## config.mk

```make
export PLATFORM = sky130hd
export DESIGN_NAME = dispatch_ctrl
export DESIGN_NICKNAME = d
export VERILOG_FILES = /design/src/rtl/dispatch_ctrl.sv
export SDC_FILE = /design/constraint.sdc
export NUM_CORES = 1
export LEC_CHECK = 0
export ABC_AREA = 1
export CAP_MARGIN = 25
export CORE_MARGIN = 2
export CORE_UTILIZATION = 50
export CTS_CLUSTER_SIZE = 28
export DETAILED_ROUTE_END_ITERATION = 10
export PLACE_DENSITY_LB_ADDON = 0.25
export SLEW_MARGIN = 20
export SYNTH_ARGS = -nofsm -noshare
export SYNTH_HDL_FRONTEND = slang
export SYNTH_SLANG_ARGS = --single-unit
```

## constraint.sdc

```tcl
create_clock -name clk -period 3.6 [get_ports clk]
set_clock_uncertainty 0.1 [all_clocks]
set_input_delay 0.54 -clock clk [delete_from_list [all_inputs] [get_ports clk]]
set_output_delay 0.54 -clock clk [all_outputs]
set_load 0.05 [all_outputs]
```

## src/rtl/dispatch_ctrl.sv

```systemverilog
// dispatch_ctrl: single-entry dispatch stage between the IQ and the ALU RS / LSB.
// Holds one instruction, allocates a ROB tag and forwards it when the ROB and the
// target unit both have credits. Flush or rst returns everything to the empty state.
// Optional feature macro: DISPATCH_PERF_EN (adds perf_disp / perf_stall counters).
module dispatch_ctrl #(
  parameter int ROB_DEPTH    = 16,
  parameter int ALU_RS_DEPTH = 8,
  parameter int LSB_DEPTH    = 8,
  parameter int LSB_OP_BASE  = 20,
  parameter int TAG_W        = 4
) (
  input  logic             clk,
  input  logic             rst,
  input  logic             in_valid,
  input  logic [4:0]       in_op,
  input  logic [4:0]       in_rs1,
  input  logic [4:0]       in_rs2,
  input  logic [4:0]       in_rd,
  input  logic [31:0]      in_imm,
  input  logic             in_has_imm,
  output logic             iq_stall,
  input  logic             rob_free,
  input  logic             alu_free,
  input  logic             lsb_free,
  input  logic             flush,
  output logic             alu_valid,
  output logic             lsb_valid,
  output logic [4:0]       d_op,
  output logic [4:0]       d_rs1,
  output logic [4:0]       d_rs2,
  output logic [4:0]       d_rd,
  output logic [31:0]      d_imm,
  output logic             d_has_imm,
  output logic [TAG_W-1:0] d_rob_tag,
  output logic             busy
`ifdef DISPATCH_PERF_EN
  ,
  output logic [31:0]      perf_disp,
  output logic [31:0]      perf_stall
`endif
);

  localparam int ROB_CW = $clog2(ROB_DEPTH + 1);
  localparam int ALU_CW = $clog2(ALU_RS_DEPTH + 1);
  localparam int LSB_CW = $clog2(LSB_DEPTH + 1);
  localparam logic [ROB_CW-1:0] ROB_MAX  = ROB_CW'(ROB_DEPTH);
  localparam logic [ALU_CW-1:0] ALU_MAX  = ALU_CW'(ALU_RS_DEPTH);
  localparam logic [LSB_CW-1:0] LSB_MAX  = LSB_CW'(LSB_DEPTH);
  localparam logic [TAG_W-1:0]  TAG_LAST = TAG_W'(ROB_DEPTH - 1);
  localparam logic [4:0]        LSB_BASE = 5'(LSB_OP_BASE);
  localparam logic [4:0]        OP_BUBBLE = 5'h1f;

  typedef enum logic {IDLE = 1'b0, HOLD = 1'b1} state_t;

  state_t            r_state;
  logic [4:0]        r_h_op, r_h_rs1, r_h_rs2, r_h_rd;
  logic [31:0]       r_h_imm;
  logic              r_h_has_imm;
  logic [TAG_W-1:0]  r_tag;
  logic [ROB_CW-1:0] r_rob_cred;
  logic [ALU_CW-1:0] r_alu_cred;
  logic [LSB_CW-1:0] r_lsb_cred;

  logic w_hold, w_to_lsb, w_tgt_ok, w_fire, w_stall, w_accept;
  logic w_alu_use, w_lsb_use;

  assign w_hold    = (r_state == HOLD);
  assign w_to_lsb  = (r_h_op >= LSB_BASE);
  assign w_tgt_ok  = w_to_lsb ? (r_lsb_cred != '0) : (r_alu_cred != '0);
  assign w_fire    = w_hold && (r_rob_cred != '0) && w_tgt_ok && !flush;
  // A flush cycle never stalls the IQ: the hold is about to be discarded anyway.
  assign w_stall   = w_hold && !w_fire && !flush;
  assign w_accept  = in_valid && (in_op != OP_BUBBLE) && !w_stall && !flush;
  assign w_alu_use = w_fire && !w_to_lsb;
  assign w_lsb_use = w_fire && w_to_lsb;

  assign iq_stall = w_stall;
  assign busy     = w_hold;

  // Hold-register FSM with registered dispatch strobes, payload and tag allocation.
  always_ff @(posedge clk) begin
    if (rst) begin
      r_state     <= IDLE;
      r_h_op      <= OP_BUBBLE;
      r_h_rs1     <= '0;
      r_h_rs2     <= '0;
      r_h_rd      <= '0;
      r_h_imm     <= '0;
      r_h_has_imm <= 1'b0;
      r_tag       <= '0;
      alu_valid   <= 1'b0;
      lsb_valid   <= 1'b0;
      d_op        <= OP_BUBBLE;
      d_rs1       <= '0;
      d_rs2       <= '0;
      d_rd        <= '0;
      d_imm       <= '0;
      d_has_imm   <= 1'b0;
      d_rob_tag   <= '0;
    end else if (flush) begin
      // d_* keep their last value; only the strobes and tag allocator clear.
      r_state   <= IDLE;
      r_tag     <= '0;
      alu_valid <= 1'b0;
      lsb_valid <= 1'b0;
    end else begin
      alu_valid <= w_alu_use;
      lsb_valid <= w_lsb_use;
      if (w_fire) begin
        d_op      <= r_h_op;
        d_rs1     <= r_h_rs1;
        d_rs2     <= r_h_rs2;
        d_rd      <= r_h_rd;
        d_imm     <= r_h_imm;
        d_has_imm <= r_h_has_imm;
        d_rob_tag <= r_tag;
        r_tag     <= (r_tag == TAG_LAST) ? '0 : r_tag + 1'b1;
      end
      // Accept in a fire cycle refills the hold, sustaining one instr per cycle.
      if (w_accept) begin
        r_state     <= HOLD;
        r_h_op      <= in_op;
        r_h_rs1     <= in_rs1;
        r_h_rs2     <= in_rs2;
        r_h_rd      <= in_rd;
        r_h_imm     <= in_imm;
        r_h_has_imm <= in_has_imm;
      end else if (w_fire) begin
        r_state <= IDLE;
      end
    end
  end

  // ROB credits: a free and a consume in the same cycle cancel; frees saturate at max.
  always_ff @(posedge clk) begin
    if (rst || flush)                                     r_rob_cred <= ROB_MAX;
    else if (rob_free && !w_fire && r_rob_cred != ROB_MAX) r_rob_cred <= r_rob_cred + 1'b1;
    else if (w_fire && !rob_free)                          r_rob_cred <= r_rob_cred - 1'b1;
  end

  // ALU RS credits, same rules as ROB credits.
  always_ff @(posedge clk) begin
    if (rst || flush)                                          r_alu_cred <= ALU_MAX;
    else if (alu_free && !w_alu_use && r_alu_cred != ALU_MAX)  r_alu_cred <= r_alu_cred + 1'b1;
    else if (w_alu_use && !alu_free)                           r_alu_cred <= r_alu_cred - 1'b1;
  end

  // LSB credits, same rules as ROB credits.
  always_ff @(posedge clk) begin
    if (rst || flush)                                          r_lsb_cred <= LSB_MAX;
    else if (lsb_free && !w_lsb_use && r_lsb_cred != LSB_MAX)  r_lsb_cred <= r_lsb_cred + 1'b1;
    else if (w_lsb_use && !lsb_free)                           r_lsb_cred <= r_lsb_cred - 1'b1;
  end

`ifdef DISPATCH_PERF_EN
  // Performance counters survive flush and wrap naturally at 2^32.
  always_ff @(posedge clk) begin
    if (rst) begin
      perf_disp  <= '0;
      perf_stall <= '0;
    end else begin
      if (w_fire)  perf_disp  <= perf_disp + 32'd1;
      if (w_stall) perf_stall <= perf_stall + 32'd1;
    end
  end
`endif

endmodule

```

Word-level counts from Yosys, hierarchy flattened

Cells that the tools add are included.

Equality and inequality tests: 5
Muxes and demuxes: 10
Bitwise operators: 1
Reduce and logical (&&, ||, !) cells: 39
Add/subtract/negate cells: 7
Magnitude comparators: 1

Operators by type and width:

| operator                                                           | number |
|---|---|
| 4-bit two-way mux                                                  | 5 |
| 1-bit logical AND                                                  | 19 |
| 4-bit by 1-bit adder with 4-bit output, second input constant      | 3 |
| 5-bit two-way mux                                                  | 2 |
| 5-bit inequality test, second input constant                       | 2 |
| 1-bit logical NOT                                                  | 9 |
| 4-bit inequality test, second input constant                       | 2 |
| 2-bit nonzero test                                                 | 4 |
| 4-bit nonzero test                                                 | 2 |
| 4-bit by 1-bit subtractor with 4-bit output, second input constant | 2 |
| 5-bit by 1-bit adder with 5-bit output, second input constant      | 1 |
| 5-bit greater-or-equal comparator, second input constant           | 1 |
| 5-bit nonzero test                                                 | 1 |
| 5-bit by 1-bit subtractor with 5-bit output, second input constant | 1 |
| 4-bit equality test, second input constant                         | 1 |
| 2-bit AND reduction                                                | 2 |
| 1-bit two-way mux                                                  | 3 |
| 2-bit OR reduction                                                 | 1 |
| 1-bit logical OR                                                   | 1 |
| 1-bit NOT                                                          | 1 |

Register bits: 130
Output and inout bits: 61
Bits of input ports: 60

Logic depth before layout (Yosys ltp)

Gate-level depths: netlist of the first run.

Word-level depth: 11
Mapped depth: 15
Depth with buffers taken out: 15

Least setup slack after synthesis of the first run

Ideal clock, no wire load.

Path type: register -> register
Start point: register r_state, in the netlist busy
End point: register r_rob_cred[4]
Period minus slack after synthesis: 2.520 ns
Cell stages (with the launch flop): 13
Setup slack: 1.080 ns
Arrival time: 2.292 ns
Required time: 3.372 ns
Cell sequence: dfxtp_1 -> nand2_1 -> nor2_4 -> nand2_1 -> buf_6 -> nand3_1 -> inv_1 -> fa_1 -> nor2_1 -> a211oi_1 -> nand2b_1 -> nand3b_1 -> nand3_1

Longest elaborated chain between the ends: 7

Ends and longest elaborated chain:

| element                                                        | RTL line | text |
|---|---|---|
| from (decl)                                                    | 55       | `state_t r_state;` |
| from (signal assigned)                                         | 83       | `r_state <= IDLE;` |
| from (signal assigned)                                         | 102      | `r_state <= IDLE;` |
| from (signal assigned)                                         | 121      | `r_state <= HOLD;` |
| 1-bit logical AND * (3 in a row)                               | 70       | `assign w_fire = w_hold && (r_rob_cred != '0) && w_tgt_ok && !flush;` |
| 1-bit logical NOT                                              | 137      | `else if (rob_free && !w_fire && r_rob_cred != ROB_MAX) r_rob_cred <= r_rob_cred + 1'b1;` |
| 1-bit logical AND (2 in a row)                                 | 137      |  |
| 5-bit two-way mux / 2-bit nonzero test (equally long branches) | -        |  |
| to (signal assigned)                                           | 137      |  |
| to (signal assigned)                                           | 138      | `else if (w_fire && !rob_free) r_rob_cred <= r_rob_cred - 1'b1;` |
| to (decl)                                                      | 60       | `logic [ROB_CW-1:0] r_rob_cred;` |

Every way passes the cells marked *; elsewhere a longest branch is shown, timed or not.
A chain may end at the register's enable or synchronous reset.

Worst setup path after layout of the first run

Start point: register r_lsb_cred[0]
End point: output iq_stall

Longest elaborated chain between the ends: 7

Ends and longest elaborated chain:

| element                        | RTL line | text |
|---|---|---|
| from (decl)                    | 62       | `logic [LSB_CW-1:0] r_lsb_cred;` |
| from (signal assigned)         | 151      | `else if (lsb_free && !w_lsb_use && r_lsb_cred != LSB_MAX) r_lsb_cred <= r_lsb_cred + 1'b1;` |
| from (signal assigned)         | 152      | `else if (w_lsb_use && !lsb_free) r_lsb_cred <= r_lsb_cred - 1'b1;` |
| 4-bit nonzero test             | 69       | `assign w_tgt_ok = w_to_lsb ? (r_lsb_cred != '0) : (r_alu_cred != '0);` |
| 1-bit two-way mux              | 69       |  |
| 1-bit logical AND (2 in a row) | 70       |  |
| 1-bit logical NOT              | 72       | `assign w_stall = w_hold && !w_fire && !flush;` |
| 1-bit logical AND (2 in a row) | 72       |  |
| to (decl)                      | 21       | `output logic iq_stall,` |

Every way passes these cells.

==> results of run 1 <==
cell type report:
| class | count | area, sq um |
|---|---|---|
| timing repair buffer | 125 | 1250 |
| clock buffer | 18 | 428 |
| fill | 795 | 2880 |
| sequential | 130 | 2600 |
| tap | 133 | 166 |
| clock inverter | 13 | 184 |
| multi-input combinational | 460 | 2130 |
| inverter | 25 | 96.3 |
registers in the layout, indices dropped and copies added, names as in the netlist, 5 cells and up:
register and flops:
r_rob_cred 5, d_op 5, r_h_rd 5, d_imm 32, r_h_rs2 5, r_h_rs1 5
d_rs1 5, d_rd 5, r_h_op 5, r_h_imm 32, d_rs2 5
report_power, final:
part           switching, mW  internal (mW)
logic                  0.294          0.195
registers             0.0427           1.52
clock network          0.625           1.14
per-layer routing:
layer / global-route usage [%] / vias up / part of all wire [%]
met5: 0 / - / 0
met2: 39.3 / 155 / 50
met1: 25.9 / 2160 / 41
met3: 6.08 / 28 / 6.3
li1: - / 2315 / -
met4: 10.1 / 0 / 2.7
through the flow:
stage | power [mW] | utilization, %
2_1_floorplan | 1.90 | -
3_3_place_gp | 2.05 | 64.2
3_5_place_dp | 2.07 | 64.2
4_1_cts | 3.82 | 70.4
5_1_grt | 3.95 | 70.4
6_report | 3.81 | 70.4
cell families after synthesis:
kind of cell | after synthesis | synth area share (%)
compound gates | 127 | 12.9
xor+xnor | 5 | 0.875
fa+ha+maj | 11 | 3.20
buf+inv | 60 | 5.55
flops | 130 | 52.0
simple gates | 317 | 25.4
path summary, 6_finish.rpt:
check / from / end / slack [ns] / cells past startpoint
max: r_lsb_cred[0] / iq_stall / 0.60 / 9
min: d_rob_tag[0] / d_rob_tag[0] / 0.37 / 2
max reg2reg: r_lsb_cred[0] / r_h_imm[20] / 0.97 / 11
min reg2reg: d_rob_tag[0] / d_rob_tag[0] / 0.37 / 2
worst max-delay path, stage by stage, from the launching register on:
cell and delay (ns):
dfxtp_1 0.36, nor2_1 0.20, nand2_1 0.09, nor2_1 0.19, nor2_4 0.07, nand2_2 0.06, buf_4 0.47, inv_2 0.07
nor2_1 0.11, buf_4 0.21
placed cells by master (no fill, tap or decap), types with 2 or more instances in the layout:
cell	instances
dfxtp_1	130
fa_1	3
clkdlybuf4s50_1	119
o21ai_1	49
buf_4	5
o211ai_1	2
clkinvlp_4	3
clkinv_2	3
nand2_2	3
clkbuf_16	16
xor2_1	3
a21oi_1	12
inv_2	4
nor2_4	2
inv_1	20
bufinv_16	4
nand2_1	51
clkinv_4	2
xnor2_1	2
nor2_1	225
a211oi_1	2
a31oi_1	2
nand3_1	26
ha_1	8
clkbuf_8	2
nand4_1	4
o21ai_0	60
==> impl_metrics.py, run 1 <==
metrics = {
    "status": {
        "outcome": "completed",
    },
    "logic_synthesis": {
        "synthArstFlopShare_pct": 0,
        "synth-seq-area-share_pct": 52.0,
        "synth_top_area_share_pct": 52.0,
        "syn_area_sq_um": 5010,
        "yosys_most_used_dff": "dfxtp_1",
        "synth_common_cells": "nor2_1, dfxtp_1, o21ai_0",
        "syn_inst": 650,
        "synth_edf_count": 0,
        "synth_seq_cells": 130,
        "yosysMostFrequentCell": "nor2_1",
        "ys_warn_count": 0,
        "ys_top_cells_by_area": "dfxtp_1, nor2_1, o21ai_0, o21ai_1, nand2_1",
        "ys_types": 31,
        "yosysTopAreaCell": "dfxtp_1",
        "synth_nets": 721,
        "syn_avg_cell_area_sq_um": 7.70,
    },
    "global_route": {
        "overflow": 0,
        "grt_use_total_pct": 22.6,
        "grt_pass1_wl_mm": 19.9,
        "antenna_found_initial": 0,
        "first_global_vias": 4444,
        "grt_max_degree": 65,
    },
    "run": {
        "maxCapViolCount": 0,
    },
    "die": {
        "die_x_microns": 104,
        "core_area_sq_um": 9730,
        "rows": 36,
        "start_util_pct": 51.5,
        "die_h_microns": 104,
        "dieArea_sq_um": 10800,
        "ioPinCount": 121,
    },
    "timing": {
        "holdWs_ns": 0.371,
        "final_max_slew_viol_count": 0,
        "finalCritPeriodShare_pct": 83.4,
        "rsz0062_at_grt": "false",
        "fmax_mhz": 333,
        "setup_ws_ns": 0.598,
        "worst_pin_slew_ns": 0.669,
        "setup_violations": 0,
        "fin_crit_ns": 3.00,
        "tns_ns": 0,
        "finalHoldViolations": 0,
        "slew-limit-headroom_pct": 55.4,
    },
    "place": {
        "gp_congestion": 0.771,
        "post-dp-hpwl_mm": 7.95,
        "place_ws_ns": 0.606,
        "place_inst": 873,
        "io_buffers": 120,
        "place_area_sq_um": 6240,
    },
    "clock_tree": {
        "cts_buffers": 17,
        "cts_hold_buffers": 0,
        "clk_latency_ns": 0.51,
        "cts_root_buffer": "clkbuf_8",
        "cts_tree": "built",
        "clkSinkCount": 130,
        "ctsResizeCount": 0,
        "htreeDepth": 4,
        "cts.clk_slew.worst_paths_ns": 0.06,
        "cts_setup_buffers": 0,
        "ctsLongestPathBuffers": 2,
    },
    "power": {
        "peakVddDrop_uv": 416,
        "power_density_nw_per_um2": 556,
        "leakagePower_nw": 2.71,
    },
    "finish": {
        "area_delta_synth_final_pct": 36.9,
        "fin_area_sq_um": 6850,
        "stdcell_count": 904,
        "drive_above_1_share_pct": 6.36,
        "diodes": 0,
        "nets": 830,
    },
    "critical_path": {
        "critical_path_class": "flip-flop to output pin",
        "worst_ep_arrival_time_ns": 2.36,
        "end_kind": "output pin",
        "cp-start-kind": "flip-flop",
        "required_ns": 2.96,
        "crit_fanout": 64,
    },
    "drt": {
        "dr.pass1.iters": 6,
        "routed_wl_mm": 12.2,
        "ant_nets": 0,
        "drt_iter0_drc": 206,
        "drc": 0,
        "wl_per_cell_microns": 13.5,
        "via_per_inst": 5.15,
        "vias": 4658,
    },
    "hold_path": {
        "min_path_type": "flip-flop to flip-flop",
    },
}
Note: power is estimated with default switching activity, not from simulation.
==> run 2: changes to the inputs <==
--- a/config.mk
+++ b/config.mk
@@ -8,7 +8,7 @@
 export ABC_AREA = 1
 export CAP_MARGIN = 25
 export CORE_MARGIN = 2
-export CORE_UTILIZATION = 50
+export CORE_UTILIZATION = 49
 export CTS_CLUSTER_SIZE = 28
 export DETAILED_ROUTE_END_ITERATION = 10
 export PLACE_DENSITY_LB_ADDON = 0.25
==> constraint.sdc (replaced) <==
create_clock -name clk -period 3 [get_ports clk]
set_clock_uncertainty 0.1 [all_clocks]
set_input_delay 0.45 -clock clk [delete_from_list [all_inputs] [get_ports clk]]
set_output_delay 0.45 -clock clk [all_outputs]
set_load 0.05 [all_outputs]
==> run 2 against run 1 <==
Highest routed layer unchanged. Critical endpoint unchanged. Sequential share of layout area is 0.17 points lower. Critical path depth stayed put. Non-clock buffer count is 3 higher. Final area is 0.44% higher. Clock power is 16% higher. Die area is 2.0% higher. Flip-flop and latch count stayed put. Power is 18% higher. Global-route usage is 0.68 points lower. Cell count is 0.33% higher. Count of clock-buffer cells in the layout stayed put.
==> impl_metrics.py, run 2 (same netlist as run 1, synthesis figures left out) <==
metrics = {
    "clock_tree": {
        "ctsResizeCount": 0,
        "cts_root_buffer": "clkbuf_8",
        "cts_buffers": 17,
        "cts_hold_buffers": 0,
        "ctsLongestPathBuffers": 2,
        "cts_tree": "built",
        "cts.clk_slew.worst_paths_ns": 0.06,
        "clk_latency_ns": 0.50,
        "htreeDepth": 4,
        "clkSinkCount": 130,
        "cts_setup_buffers": 0,
    },
    "global_route": {
        "grt_pass1_wl_mm": 19.7,
        "grt_use_total_pct": 21.9,
        "overflow": 0,
        "antenna_found_initial": 0,
        "first_global_vias": 4313,
        "grt_max_degree": 61,
    },
    "critical_path": {
        "cp-start-kind": "flip-flop",
        "worst_ep_arrival_time_ns": 2.23,
        "r2r_slack_ns": 0.54,
        "crit_end": "iq_stall",
        "required_ns": 2.45,
        "end_kind": "output pin",
        "crit_fanout": 42,
        "startpoint": "r_alu_cred[0]",
        "r2r-end": "r_rob_cred[4]",
        "critical_path_class": "flip-flop to output pin",
        "timing.rr.start": "r_alu_cred[0]",
        "reg2reg_depth": 14,
    },
    "timing": {
        "slew-limit-headroom_pct": 62.9,
        "worst_pin_slew_ns": 0.556,
        "rsz0062_at_grt": "false",
        "fmax_mhz": 359,
        "final_max_slew_viol_count": 0,
        "finalCritPeriodShare_pct": 92.8,
        "finalHoldViolations": 0,
        "tns_ns": 0,
        "setup_violations": 0,
        "fin_crit_ns": 2.78,
    },
    "finish": {
        "nets": 833,
        "final_common_cell": "nor2_1",
        "seq_area_sq_um": 2600,
        "reg_top3": "d_imm: 32 flops, r_h_imm: 32 flops",
        "diodes": 0,
        "multi_input_area_sq_um": 2130,
        "drive_above_1_share_pct": 6.59,
        "fill_cells": 803,
        "layout_common_cells": "nor2_1, dfxtp_1, clkdlybuf4s50_1, o21ai_0, nand2_1",
        "area_delta_synth_final_pct": 37.5,
    },
    "die": {
        "die_x_microns": 105,
        "start_util_pct": 50.7,
        "ioPinCount": 121,
        "core_area_sq_um": 9860,
        "dieArea_sq_um": 11000,
        "die_h_microns": 105,
        "rows": 36,
    },
    "place": {
        "post-dp-hpwl_mm": 7.77,
        "gp_congestion": 0.799,
        "io_buffers": 120,
    },
    "drt": {
        "vias": 4536,
        "via_per_inst": 5.00,
        "wl_per_cell_microns": 13.0,
        "dr.pass1.iters": 5,
        "ant_nets": 0,
        "drc": 0,
        "drt_iter0_drc": 175,
        "routed_wl_mm": 11.8,
    },
    "status": {
        "outcome": "completed",
    },
    "power": {
        "leakagePower_nw": 2.72,
        "power_density_nw_per_um2": 655,
        "peakVddDrop_uv": 428,
        "power_mw": 4.51,
    },
    "hold_path": {
        "min_path_type": "flip-flop to flip-flop",
    },
    "run": {
        "maxCapViolCount": 0,
    },
}
[run 2: power breakdown]
group	total (mW)	switching (mW)	leakage [nW]	internal, mW
clock network	2.05	0.774	0.281	1.28
registers	1.87	0.0503	1.06	1.82
logic	0.588	0.349	1.38	0.238
total	4.51	1.17	2.72	3.34
[run 2: area by class of cell]
type | count | share of cell area, %
Clock buffer | 18 | 6.07
Timing Repair Buffer | 128 | 18.8
Sequential cell | 130 | 37.8
Tap cell | 133 | 2.42
Clock inverter | 13 | 2.56
Inverter | 25 | 1.40
Multi-Input combinational cell | 460 | 30.9
[run 2: worst min-delay path by stage]
stage,startpoint,end,cells past startpoint
2_1_floorplan,r_h_op[0],d_op[0],2
3_3_place_gp,r_h_imm[30],r_h_imm[30],2
3_5_place_dp,d_rob_tag[0],d_rob_tag[0],2
4_1_cts,d_rob_tag[0],d_rob_tag[0],2
5_1_grt,r_h_rd[3],r_h_rd[3],2
6_report,r_h_op[0],d_op[0],2
[run 2: metrics by stage]
stage	hold slack, ns	utilization [%]	setup slack [ns]	cells	area [sq um]
4_1_cts	0.372	69.8	0.181	907	6880
6_report	0.365	69.8	0.216	907	6880
2_1_floorplan	0.329	-	0.480	650	5010
3_3_place_gp	0.355	63.8	0.341	876	6290
3_5_place_dp	0.361	63.8	0.230	876	6290
5_1_grt	0.398	69.8	0.0325	907	6880
[run 2: metal layers]
layer / up-vias / part of all wire (%) / track usage, %
li1: 2324 / - / -
met1: 2066 / 43 / 27.2
met2: 134 / 50 / 36.9
met3: 12 / 5.3 / 5.80
met4: 0 / 1.2 / 7.33
met5: - / 0 / 0
[run 2: critical path: stages (launching register included)]
cell and delay [ns]:
dfxtp_1 0.36, nor2_1 0.18, nand2_1 0.07, nor2_1 0.19, nor2_4 0.07, nand2_2 0.09, buf_4 0.37, inv_2 0.10
nor2_1 0.10, buf_4 0.20
